$ cat src/rtl/ibex_mprf_load_ctrl.sv
// Message-register-file load sequencer: writes a commanded burst of words to consecutive MPRF addresses.
// Latency: zero-cycle write path (word lands on the handshake edge); done_o/err_o pulse one cycle later.
// Backpressure: data_ready_o drops on a same-address core write or on flush; cmd_ready_o only in IDLE.
//
// Optional feature macro: IBEX_MPRF_LOAD_TIMEOUT_EN. When it is defined, a LOAD that sees no data
// handshake for TimeoutCycles cycles is abandoned with an err_o pulse.
//
// Ports:
//   clk_i, rst_ni           clock, asynchronous active-low reset
//   cmd_valid_i/ready_o     load command handshake; cmd_base_i (1..31), cmd_len_i (1..31)
//   data_valid_i/ready_o    message word handshake; data_i is the word
//   core_mprf_we_i          core MPRF write this cycle, to core_waddr_i
//   flush_i                 abort the current load (ignored in IDLE)
//   input_valid_o/addr_o/data_o  MPRF input write port
//   mprf_busy_o             load in progress, ID stage stalls use_mprf reads
//   done_o, err_o           one-cycle completion / error pulses
module ibex_mprf_load_ctrl #(
  parameter int unsigned DataWidth     = 32,
  parameter int unsigned TimeoutCycles = 256
) (
  input  logic                 clk_i,
  input  logic                 rst_ni,
  input  logic                 cmd_valid_i,
  output logic                 cmd_ready_o,
  input  logic [4:0]           cmd_base_i,
  input  logic [4:0]           cmd_len_i,
  input  logic                 data_valid_i,
  output logic                 data_ready_o,
  input  logic [DataWidth-1:0] data_i,
  input  logic                 core_mprf_we_i,
  input  logic [4:0]           core_waddr_i,
  input  logic                 flush_i,
  output logic                 input_valid_o,
  output logic [4:0]           input_addr_o,
  output logic [DataWidth-1:0] input_data_o,
  output logic                 mprf_busy_o,
  output logic                 done_o,
  output logic                 err_o
);

  typedef enum logic {
    IDLE = 1'b0,
    LOAD = 1'b1
  } state_e;

  state_e     state_q;
  logic [4:0] addr_q;
  logic [4:0] rem_q;
  logic       done_q;
  logic       err_q;

  logic       collide;
  logic       data_hs;
  logic       cmd_hs;
  logic       cmd_bad;
  logic [4:0] addr_next;

`ifdef IBEX_MPRF_LOAD_TIMEOUT_EN
  localparam int unsigned CntW = (TimeoutCycles > 1) ? $clog2(TimeoutCycles) : 1;
  localparam logic [CntW-1:0] CntMax = CntW'(TimeoutCycles - 1);
  logic [CntW-1:0] tmo_cnt_q;
`else
  logic unused_tmo_cfg;
  assign unused_tmo_cfg = ^TimeoutCycles;
`endif

  // A core write to the address the loader is about to write wins; the loader retries next cycle.
  assign collide      = core_mprf_we_i && (core_waddr_i == addr_q);
  assign data_ready_o = (state_q == LOAD) && !collide && !flush_i;
  assign data_hs      = data_valid_i && data_ready_o;

  assign cmd_ready_o  = (state_q == IDLE);
  assign cmd_hs       = cmd_valid_i && cmd_ready_o;
  assign cmd_bad      = (cmd_base_i == 5'd0) || (cmd_len_i == 5'd0);

  // Address 0 is the hardwired-zero slot, so the wrap goes 31 -> 1.
  assign addr_next    = (addr_q == 5'd31) ? 5'd1 : addr_q + 5'd1;

  assign input_valid_o = data_hs;
  assign input_addr_o  = addr_q;
  assign input_data_o  = data_i;

  assign mprf_busy_o  = (state_q == LOAD);
  assign done_o       = done_q;
  assign err_o        = err_q;

  always_ff @(posedge clk_i or negedge rst_ni) begin
    if (!rst_ni) begin
      state_q   <= IDLE;
      addr_q    <= 5'd1;
      rem_q     <= 5'd0;
      done_q    <= 1'b0;
      err_q     <= 1'b0;
`ifdef IBEX_MPRF_LOAD_TIMEOUT_EN
      tmo_cnt_q <= '0;
`endif
    end else begin
      done_q <= 1'b0;
      err_q  <= 1'b0;
      unique case (state_q)
        IDLE: begin
          if (cmd_hs) begin
            if (cmd_bad) begin
              err_q <= 1'b1;
            end else begin
              addr_q    <= cmd_base_i;
              rem_q     <= cmd_len_i;
              state_q   <= LOAD;
`ifdef IBEX_MPRF_LOAD_TIMEOUT_EN
              tmo_cnt_q <= '0;
`endif
            end
          end
        end
        LOAD: begin
          if (flush_i) begin
            // Flush drops the load silently: no done, no error.
            state_q <= IDLE;
          end else if (data_hs) begin
            rem_q  <= rem_q - 5'd1;
            addr_q <= addr_next;
`ifdef IBEX_MPRF_LOAD_TIMEOUT_EN
            tmo_cnt_q <= '0;
`endif
            if (rem_q == 5'd1) begin
              state_q <= IDLE;
              done_q  <= 1'b1;
            end
          end
`ifdef IBEX_MPRF_LOAD_TIMEOUT_EN
          // Collision-stalled cycles count toward the timeout as well.
          else if (tmo_cnt_q == CntMax) begin
            state_q <= IDLE;
            err_q   <= 1'b1;
          end else begin
            tmo_cnt_q <= tmo_cnt_q + 1'b1;
          end
`endif
        end
        default: state_q <= IDLE;
      endcase
    end
  end

endmodule
$ cat config.mk
export PLATFORM = sky130hd
export DESIGN_NAME = ibex_mprf_load_ctrl
export DESIGN_NICKNAME = d
export VERILOG_FILES = /design/src/rtl/ibex_mprf_load_ctrl.sv
export SDC_FILE = /design/constraint.sdc
export NUM_CORES = 1
export LEC_CHECK = 0
export ABC_AREA = 1
export CELL_PAD_IN_SITES_DETAIL_PLACEMENT = 1
export CELL_PAD_IN_SITES_GLOBAL_PLACEMENT = 1
export CORE_MARGIN = 8
export CORE_UTILIZATION = 22
export CTS_CLUSTER_DIAMETER = 100
export DETAILED_ROUTE_END_ITERATION = 8
export GPL_TIMING_DRIVEN = 1
export PLACE_DENSITY = 0.95
export SLEW_MARGIN = 10
export SYNTH_ARGS = -nofsm -noshare
export SYNTH_HDL_FRONTEND = slang
export SYNTH_SLANG_ARGS = --single-unit
$ cat constraint.sdc
create_clock -name clk_i -period 3.5 [get_ports clk_i]
set_input_delay 0.525 -clock clk_i [delete_from_list [all_inputs] [get_ports clk_i]]
set_output_delay 0.525 -clock clk_i [all_outputs]
set_load 0.01 [all_outputs]
==> run metrics, run 1 <==
final instance area=0.00137 mm^2; final hold vios=0; HPWL Detailed=2540 um; Critical Path Stages=9; gr usage total=0.0815; r2r worst-path depth=5; DRC=0; synth cell count leaders=54 x nand2_1, 33 x buf_4, 18 x inv_1; CP Buf/Inv Count=4; max_slew headroom=0.590; Final Core Density=0.264; PwrDens=around 570 mW/mm^2; crit path kind=in2out; worst-path cell chain=clkdlybuf4s50_1 -> nand2_1 -> clkinv_1 -> nor2_1 -> nor2_2 -> nand3_2 -> nand3_2 -> inv_1 -> clkdlybuf4s50_1; number of setup buffers added after CTS=0; Die ar.=0.00800 mm^2; Die W=89.4 um; area delta synth->final=15.1%; Num Clock Sinks=13; dpl cell area=0.00132 mm^2; # hold bufs at CTS=0; initial antenna violation count=0; Worst Path Arrival=2.27 ns; top-area cell type share of the netlist area=0.253; status=finished, final reports clean; peak supply drop=~0.15 mV; WL/cell=12.6 um; minimum clock period=about 2.8 ns; clock slew at reported path FFs=0.05 ns; largest net degree at the start of global routing=18; Max Fclk=0.358 GHz; I/O pin count=between 90 and 100; Tcrit/Tclk final=0.798; synth unique cells=21; Final #Nets=roughly 230; Crit path max-delay family=buffers and inverters; Place WS=0.715 ns; dominant cells by area after synthesis=dfrtp_1 25%, buf_4 21%, nand2_1 17%; starting DRC count in detailed routing=19; via count=1,005; Overflow after GRT=0; Initial Util=0.229; Core ar.=0.00517 mm^2; hold-critical path depth=2; Hold Path Class=reg2reg; flops & latches, synth=13; CP Launch Type=primary input; Avg Inst Size Synth=slightly below 7 um^2; sequential-to-total area share from yosys stat=0.275; Crit-path slowest cell=clkdlybuf4s50_1; number of flops mapped to enable cells by yosys=0; skew final=about 0.0019 ns; RSZ-0062 raised after global routing=no; CTS resizes=0; CP Capture Type=primary output; area leader, netlist=dfrtp_1; Cells after Synth=175; vias in the first global route=1,100; TritonCTS clock tree=done; Port-buffer cells=31; GP Congestion=approximately 0.81; Rows=26; clock root buffer=clkbuf_8; async set or reset register ratio after synthesis=1.00; Net Count, Synth=approximately 230; final setup fails=0; share of layout cells above drive strength 1=0.0629; first-pass GRT wire length=just over 5000 um; CP Max Fanout=12; Max Slew Vio Count=0; CTS Buf Count=3; post-route ant nets=0; clk_lat worst skew=approximately 0.24 ns; routed wire length=3090 um; count leader, synth=nand2_1; Worst Tran Pin Value=about 0.6 ns; CTS max path bufs=2; number of iterations in the first detailed-routing pass=4; CTS HTree Levels=1; TNS Setup=0 ns; Die H=approximately 89 um; ys flop type=dfrtp_1; Max Cap Violations=0; CP peak stage delay=0.55 ns; Ant. Diodes=0; YS warnings=0; vias per cell=4.10; CP required=2.97 ns; final worst slack=0.707 ns; total power=779 uW; Post-Synthesis Cell Area=0.00119 mm^2; Lkg Pwr=about 0.7 nW
## worst paths after layout
path | slack, ns | startpoint | endpoint
max in group asynchronous | 2.44 | rst_ni | input_addr_o[4]
setup reg to reg | 1.75 | mprf_busy_o | input_addr_o[1]
hold / removal | 0.53 | rem_q[1] | rem_q[1]
min in group asynchronous | 0.67 | rst_ni | rem_q[0]
hold reg to reg | 0.53 | rem_q[1] | rem_q[1]
setup / recovery | 0.71 | core_waddr_i[2] | input_valid_o
## cell families after synthesis
group,synth area share
compound gates,0.0443
xor+xnor,0.0148
fa+ha+maj,0.0422
buf+inv,0.286
flops,0.275
simple gates,0.338
## power breakdown
part / total (mW) / switching (mW) / internal [mW] / leakage [nW]
logic: 0.366 / 0.194 / 0.172 / 0.506
clock network: 0.133 / 0.0521 / 0.0804 / 0.0228
registers: 0.280 / 0.0733 / 0.207 / 0.163
## placed cells by master (no fill, tap or decap), drive strengths merged
| cell type | Yosys | routed |
|---|---|---|
| clkbuf | 0 | 4 |
| o21ai | 9 | 9 |
| nor3 | 1 | 1 |
| nand3 | 15 | 15 |
| nand2 | 55 | 55 |
| clkdlybuf4s50 | 0 | 31 |
| dfrtp | 12 | 12 |
| inv | 19 | 19 |
| clkinv | 1 | 1 |
| nand4 | 2 | 2 |
| ha | 4 | 4 |
| xor2 | 2 | 2 |
| nor2 | 18 | 18 |
| dfstp | 1 | 1 |
| a22oi | 1 | 1 |
## cell type report
type / instances / area, um^2
Inverter: 20 / 75.1
Multi-Input combinational cell: 107 / 520
Clock buffer: 4 / 45.0
Timing Repair Buffer: 31 / 310
Fill cell: 643 / 3810
Tap cell: 70 / 87.6
Sequential cell: 13 / 327
## sequential cells by signal, indices dropped and copies added (netlist names)
name and cells:
done_o 1, rem_q 5, err_o 1, mprf_busy_o 1, input_addr_o 5
## worst min-delay path, delay by kind of cell, from the launching register on
| kind | cells | cell delay [ns] |
|---|---|---|
| DFF | 1 | 0.35 |
| and+or+nand+nor | 2 | 0.15 |
## per-layer routing
layer / routed length [um] / track usage / vias to the layer above
li1: - / - / 505
met1: 1400 / 0.0939 / 457
met2: 1350 / 0.135 / 39
met3: 309 / 0.0285 / 4
met4: 38 / 0.0302 / 0
met5: 0 / 0 / -
## per-stage QoR
stage               std cells  hold WS (ns)
global placement          241         0.500
detailed placement        241         0.523
global route              245         0.556
CTS                       245         0.540
finish                    245         0.534
floorplan                 175         0.229
Note: power is estimated with default switching activity, not from simulation.
==> run 2: changes to the inputs <==
Settings changed: CORE_UTILIZATION 22 to 21, PLACE_DENSITY 0.95 to 0.92.
Clock period 3.5 ns to 2.95 ns, I/O delays scaled along.
==> run 2 against run 1 <==
Compared with the run above:
- first-iteration DRC count fell by 5.3%
- via count is 1.0% higher
- combinational power rose by 18%
- worst setup slack worse by 0.18 ns
- register-to-register slack worse by 0.59 ns
- clock skew rose by 0.00084 ns
- non-clock buffer count grew 1
- cell count up 1.2%
- sequential share of layout area decreased by 0.17 points
- routed wire length increased by 6.8%
- critical path type unchanged
- largest power group unchanged
==> run metrics, run 2 (synthesis gave the netlist of run 1 again) <==
worst-path cell chain=clkdlybuf4s50_1 -> nand2_1 -> clkinv_1 -> nor2_1 -> nor2_2 -> nand3_2 -> nand3_2 -> inv_1 -> clkdlybuf4s50_1 (unchanged); CP Launch Type=primary input (unchanged); Worst Tran Pin Value=0.666 ns (was 0.613 ns); Hold Slack=0.526 ns (was 0.534 ns); Worst Path Arrival=1.98 ns (was 2.27 ns); final instance area=0.00138 mm^2 (was 0.00137 mm^2); Die ar.=0.00831 mm^2 (was 0.00800 mm^2); CP peak stage delay=0.54 ns (was 0.55 ns); TNS Setup=0 ns (unchanged); Max Cap Violations=0 (unchanged); top layer in use=met4 (unchanged); Hold Path Class=reg2reg (unchanged); number of setup buffers added after CTS=0 (unchanged); gr usage total=0.0837 (was 0.0815); Crit-path slowest cell=clkdlybuf4s50_1 (unchanged); area used by multi-input combinational logic=520 um^2 (unchanged); crit path kind=in2out (unchanged); Lkg Pwr=0.696 nW (was 0.691 nW); commonest non-fill, non-tap cell in the layout=nand2_1 (unchanged); skew final=0.00272 ns (was 0.00188 ns); Max Slew Vio Count=0 (unchanged); Place WS=0.500 ns (was 0.715 ns); # fillers=698 (was 643); share of layout cells above drive strength 1=0.0682 (was 0.0629); clock root buffer=clkbuf_8 (unchanged); Ant. Diodes=0 (unchanged); peak supply drop=0.182 mV (was 0.153 mV); max_slew headroom=0.555 (was 0.590); final hold vios=0 (unchanged); clock network fraction of design power=0.175 (was 0.170); CP Buf/Inv Count=4 (unchanged); Int Power=545 uW (was 459 uW); CTS HTree Levels=1 (unchanged); most frequent cells in the layout=54 x nand2_1, 31 x clkdlybuf4s50_1, 18 x inv_1 (unchanged); post-route ant nets=0 (unchanged); dpl cell area=0.00133 mm^2 (was 0.00132 mm^2); Final #Nets=234 (was 233); HPWL Detailed=2640 um (was 2540 um); Die H=91.2 um (was 89.4 um); initial antenna violation count=0 (unchanged); # hold bufs at CTS=0 (unchanged); vias in the first global route=1,131 (was 1,100); status=finished, final reports clean (unchanged); Initial Util=0.217 (was 0.229); first-pass GRT wire length=5530 um (was 5060 um); number of iterations in the first detailed-routing pass=3 (was 4); I/O pin count=96 (unchanged); CTS Buf Count=3 (unchanged); Overflow after GRT=0 (unchanged); clock slew at reported path FFs=0.06 ns (was 0.05 ns); WL/cell=13.3 um (was 12.6 um); vias per cell=4.09 (was 4.10); Max Fclk=0.413 GHz; CTS resizes=0 (unchanged); Final Core Density=0.251 (was 0.264); total power=924 uW (was 779 uW); sequential cell area=327 um^2 (unchanged); M1 WL=1420 um (was 1400 um); Seq pwr share=0.357 (was 0.360); minimum clock period=between 2 and 2.5 ns; WL met2=1590 um (was 1350 um); PwrDens=672 mW/mm^2 (was 570 mW/mm^2); routed wire length=3300 um (was 3090 um); placed insts=244 (was 241); CTS max path bufs=2 (unchanged); Num Clock Sinks=13 (unchanged); CP required=2.51 ns (was 2.97 ns); metal3 WL=232 um (was 309 um); largest net degree at the start of global routing=18 (unchanged); starting DRC count in detailed routing=18 (was 19); Crit path max-delay family=buffers and inverters (unchanged); Logic pwr share=0.468 (was 0.470); Core ar.=0.00547 mm^2 (was 0.00517 mm^2); Tcrit/Tclk final=0.821; area delta synth->final=15.9% (was 15.1%); Port-buffer cells=31 (unchanged); via count=1,015 (was 1,005); final cell count without fillers=248 (was 245); Sw Share=0.410 (was 0.411); TritonCTS clock tree=done (unchanged); GP Congestion=0.811 (was 0.807); RSZ-0062 raised after global routing=no (unchanged); final worst slack=0.528 ns (was 0.707 ns); Rows=27 (was 26); Psw=379 uW (was 320 uW); Die W=91.2 um (was 89.4 um); DRC=0 (unchanged); CP Max Fanout=4 (was 12); clk_lat worst skew=0.25 ns (was 0.24 ns); final setup fails=0 (unchanged); CP Capture Type=primary output (unchanged)
## run 2: routing by layer
layer,global-route usage,vias to the layer above
met5,0,-
met4,0.0491,0
met3,0.0280,4
met2,0.134,32
met1,0.0956,471
li1,-,508
## run 2: area by class of cell
type,instances,area share
flip-flops and latches,13,0.237
repair buffers,32,0.231
clock buffers,4,0.0328
inverters,20,0.0546
well taps,72,0.0655
multi-input cells,107,0.379
## run 2: power by group through the flow
stage	sequential (mW)	clock, mW	combinational [mW]
floorplan	0.324	0	0.307
detailed placement	0.333	0	0.439
CTS	0.331	0.172	0.443
global placement	0.327	0	0.424
global route	0.343	0.180	0.506
finish	0.330	0.161	0.432
## run 2: worst paths after layout
| kind | cells after the start | end | slack (ns) | from |
|---|---|---|---|---|
| setup / recovery | 9 | input_valid_o | 0.53 | core_waddr_i[2] |
| hold / removal | 2 | rem_q[1] | 0.53 | rem_q[1] |
| setup reg to reg | 5 | rem_q[4] | 1.16 | mprf_busy_o |
| hold reg to reg | 2 | rem_q[1] | 0.53 | rem_q[1] |
| max in group asynchronous | 1 | input_addr_o[3] | 1.92 | rst_ni |
| min in group asynchronous | 1 | rem_q[1] | 0.60 | rst_ni |
## run 2: worst reg2reg max path: cells and delay by family, from the launching register on
family / cells / cell delay, ns
flip-flops: 1 / 0.44
buffers and inverters: 1 / 0.29
AND/OR/NAND/NOR: 4 / 0.99
==> run 3: changes to the inputs <==
Settings changed: CORE_UTILIZATION 21 to 19, PLACE_DENSITY 0.92 to 0.88.
Clock period 2.95 ns to 2 ns, I/O delays scaled along.
==> run 3 against run 2 <==
Compared with the run above:
- sequential share of layout area down 0.73 points
- register-to-register slack worse by 0.87 ns
- count of clock-buffer cells in the layout unchanged
- largest power group unchanged
- hold slack worse by 0.075 ns
- final area up 3.2%
- sequential cell count unchanged
- utilization down 1.4 points
- non-clock buffer count up 5
- highest routed layer unchanged
- global-route usage down 0.50 points
- largest cell class unchanged
==> run metrics, run 3 (synthesis gave the netlist of run 1 again) <==
status=finished, final reports clean (unchanged); Tcrit/Tclk final=0.939; gr usage total=0.0787 (was 0.0837); starting DRC count in detailed routing=28 (was 18); final setup fails=0 (unchanged); WL/cell=13.1 um (was 13.3 um); skew final=0.00161 ns (was 0.00272 ns); DRC=0 (unchanged); TritonCTS clock tree=done (unchanged); largest net degree at the start of global routing=17 (was 18); post-route ant nets=0 (unchanged); Crit-path slowest cell=clkdlybuf4s50_1 (unchanged); GP Congestion=0.817 (was 0.811); Psw=588 uW (was 379 uW); vias in the first global route=1,112 (was 1,131); Max Slew Vio Count=0 (unchanged); routed wire length=3360 um (was 3300 um); CP Buf/Inv Count=4 (unchanged); CP required=1.70 ns (was 2.51 ns); TNS Setup=0 ns (unchanged); CP Max Fanout=3 (was 4); Crit path max-delay family=buffers and inverters (unchanged); Num Clock Sinks=13 (unchanged); final hold vios=0 (unchanged); share of layout cells above drive strength 1=0.0994 (was 0.0682); minimum clock period=1.88 ns; CTS Buf Count=3 (unchanged); area delta synth->final=19.6% (was 15.9%); clock root buffer=clkbuf_8 (unchanged); Int Power=834 uW (was 545 uW); Hold Path Class=in2async (was reg2reg); Max Cap Violations=0 (unchanged); Most common cell on crit path=nand2_1; Hold Slack=0.451 ns (was 0.526 ns); CP peak stage delay=0.48 ns (was 0.54 ns); Die ar.=0.00903 mm^2 (was 0.00831 mm^2); CTS max path bufs=2 (unchanged); Initial Util=0.198 (was 0.217); Core ar.=0.00599 mm^2 (was 0.00547 mm^2); Overflow after GRT=0 (unchanged); I/O pin count=96 (unchanged); Die H=95.0 um (was 91.2 um); Port-buffer cells=31 (unchanged); PwrDens=1000 mW/mm^2 (was 672 mW/mm^2); Sw Share=0.414 (was 0.410); worst-path cell chain=clkdlybuf4s50_1 -> nand2_1 -> clkinv_1 -> nor2_1 -> nor2_2 -> nand3_2 -> nand2_1 -> inv_1 -> dlygate4sd2_1 (was clkdlybuf4s50_1 -> nand2_1 -> clkinv_1 -> nor2_1 -> nor2_2 -> nand3_2 -> nand3_2 -> inv_1 -> clkdlybuf4s50_1); vias per cell=4.04 (was 4.09); peak supply drop=0.307 mV (was 0.182 mV); Die W=95.0 um (was 91.2 um); number of iterations in the first detailed-routing pass=3 (unchanged); Logic pwr share=0.491 (was 0.468); CP Launch Type=primary input (unchanged); max_slew headroom=0.564 (was 0.555); Max Fclk=0.533 GHz; initial antenna violation count=0 (unchanged); Ant. Diodes=0 (unchanged); HPWL Detailed=2710 um (was 2640 um); via count=1,035 (was 1,015); Seq pwr share=0.336 (was 0.357); clk_lat worst skew=0.25 ns (about the same); first-pass GRT wire length=5580 um (was 5530 um); CP Capture Type=primary output (unchanged); Worst Path Arrival=1.58 ns (was 1.98 ns); Rows=28 (was 27); CTS HTree Levels=1 (unchanged); clock network fraction of design power=0.173 (was 0.175); crit path kind=in2out (unchanged); commonest non-fill, non-tap cell in the layout=nand2_1 (unchanged); Worst Tran Pin Value=0.653 ns (was 0.666 ns); RSZ-0062 raised after global routing=no (unchanged); Lkg Pwr=0.724 nW (was 0.696 nW); Final #Nets=239 (was 234); most frequent cells in the layout=54 x nand2_1, 29 x clkdlybuf4s50_1, 17 x inv_1 (was 54 x nand2_1, 31 x clkdlybuf4s50_1, 18 x inv_1); clock slew at reported path FFs=0.06 ns (about the same)
run 3: cell types whose count changed in the layout (fill, tap and decap cells not counted):
cell,delta
buf_6,+1
buf_4,+4
clkdlybuf4s15_1,+1
inv_1,-1
clkdlybuf4s50_1,-2
dlygate4sd2_1,+1
inv_2,+1
run 3: repair_timing:
action	in CTS	in global routing
endpoints found under the setup margin	2	2
hold buffers	0	0
gates resized for setup	3	2
pin swaps	0	2
buffers inserted	2	0
run 3: area by class of cell:
class,count,area (um^2)
Inverter,20,75.1
Timing Repair Buffer,37,358
Clock buffer,4,45.0
Fill cell,729,4570
Sequential cell,13,327
Multi-Input combinational cell,107,520
Tap cell,75,93.8
run 3: metrics by stage:
| step | worst slack [ns] | total power [mW] | instance area, um^2 | util | instances |
|---|---|---|---|---|---|
| final | 0.123 | 1.42 | 1420 | 0.237 | 256 |
| after global routing | 0.00580 | 1.58 | 1420 | 0.237 | 256 |
| after CTS | 0.0545 | 1.45 | 1410 | 0.236 | 256 |
| after detailed placement | -0.123 | 1.17 | 1360 | 0.226 | 250 |
| after global placement | -0.108 | 1.12 | 1360 | 0.226 | 250 |
| after floorplan | 0.526 | 0.930 | 1190 | - | 175 |
run 3: final timing paths:
check                                     start               to  slack (ns)  depth (start not counted)
worst max-delay path            core_waddr_i[2]     data_ready_o        0.12                          9
worst min-delay path                     rst_ni  input_addr_o[2]        0.45                          1
worst max register to register  input_addr_o[0]  input_addr_o[2]        0.29                         10
worst min register to register         rem_q[1]         rem_q[1]        0.54                          2
max in group asynchronous                rst_ni         rem_q[1]        1.13                          1
min in group clk_i                     rem_q[1]         rem_q[1]        0.54                          2
run 3: per-layer routing:
| metal | GRT usage | wire length [um] | vias to the layer above |
|---|---|---|---|
| met5 | 0 | 0 | - |
| met4 | 0.0156 | 12 | 0 |
| met3 | 0.0346 | 297 | 2 |
| met2 | 0.129 | 1600 | 31 |
| met1 | 0.0938 | 1450 | 484 |
| li1 | - | - | 518 |
run 3: power by group through the flow:
stage / sequential [mW] / combinational (mW) / clock [mW]
3_5_place_dp: 0.489 / 0.677 / 0
3_3_place_gp: 0.480 / 0.643 / 0
6_report: 0.478 / 0.698 / 0.246
2_1_floorplan: 0.478 / 0.453 / 0
4_1_cts: 0.479 / 0.712 / 0.257
5_1_grt: 0.498 / 0.808 / 0.270
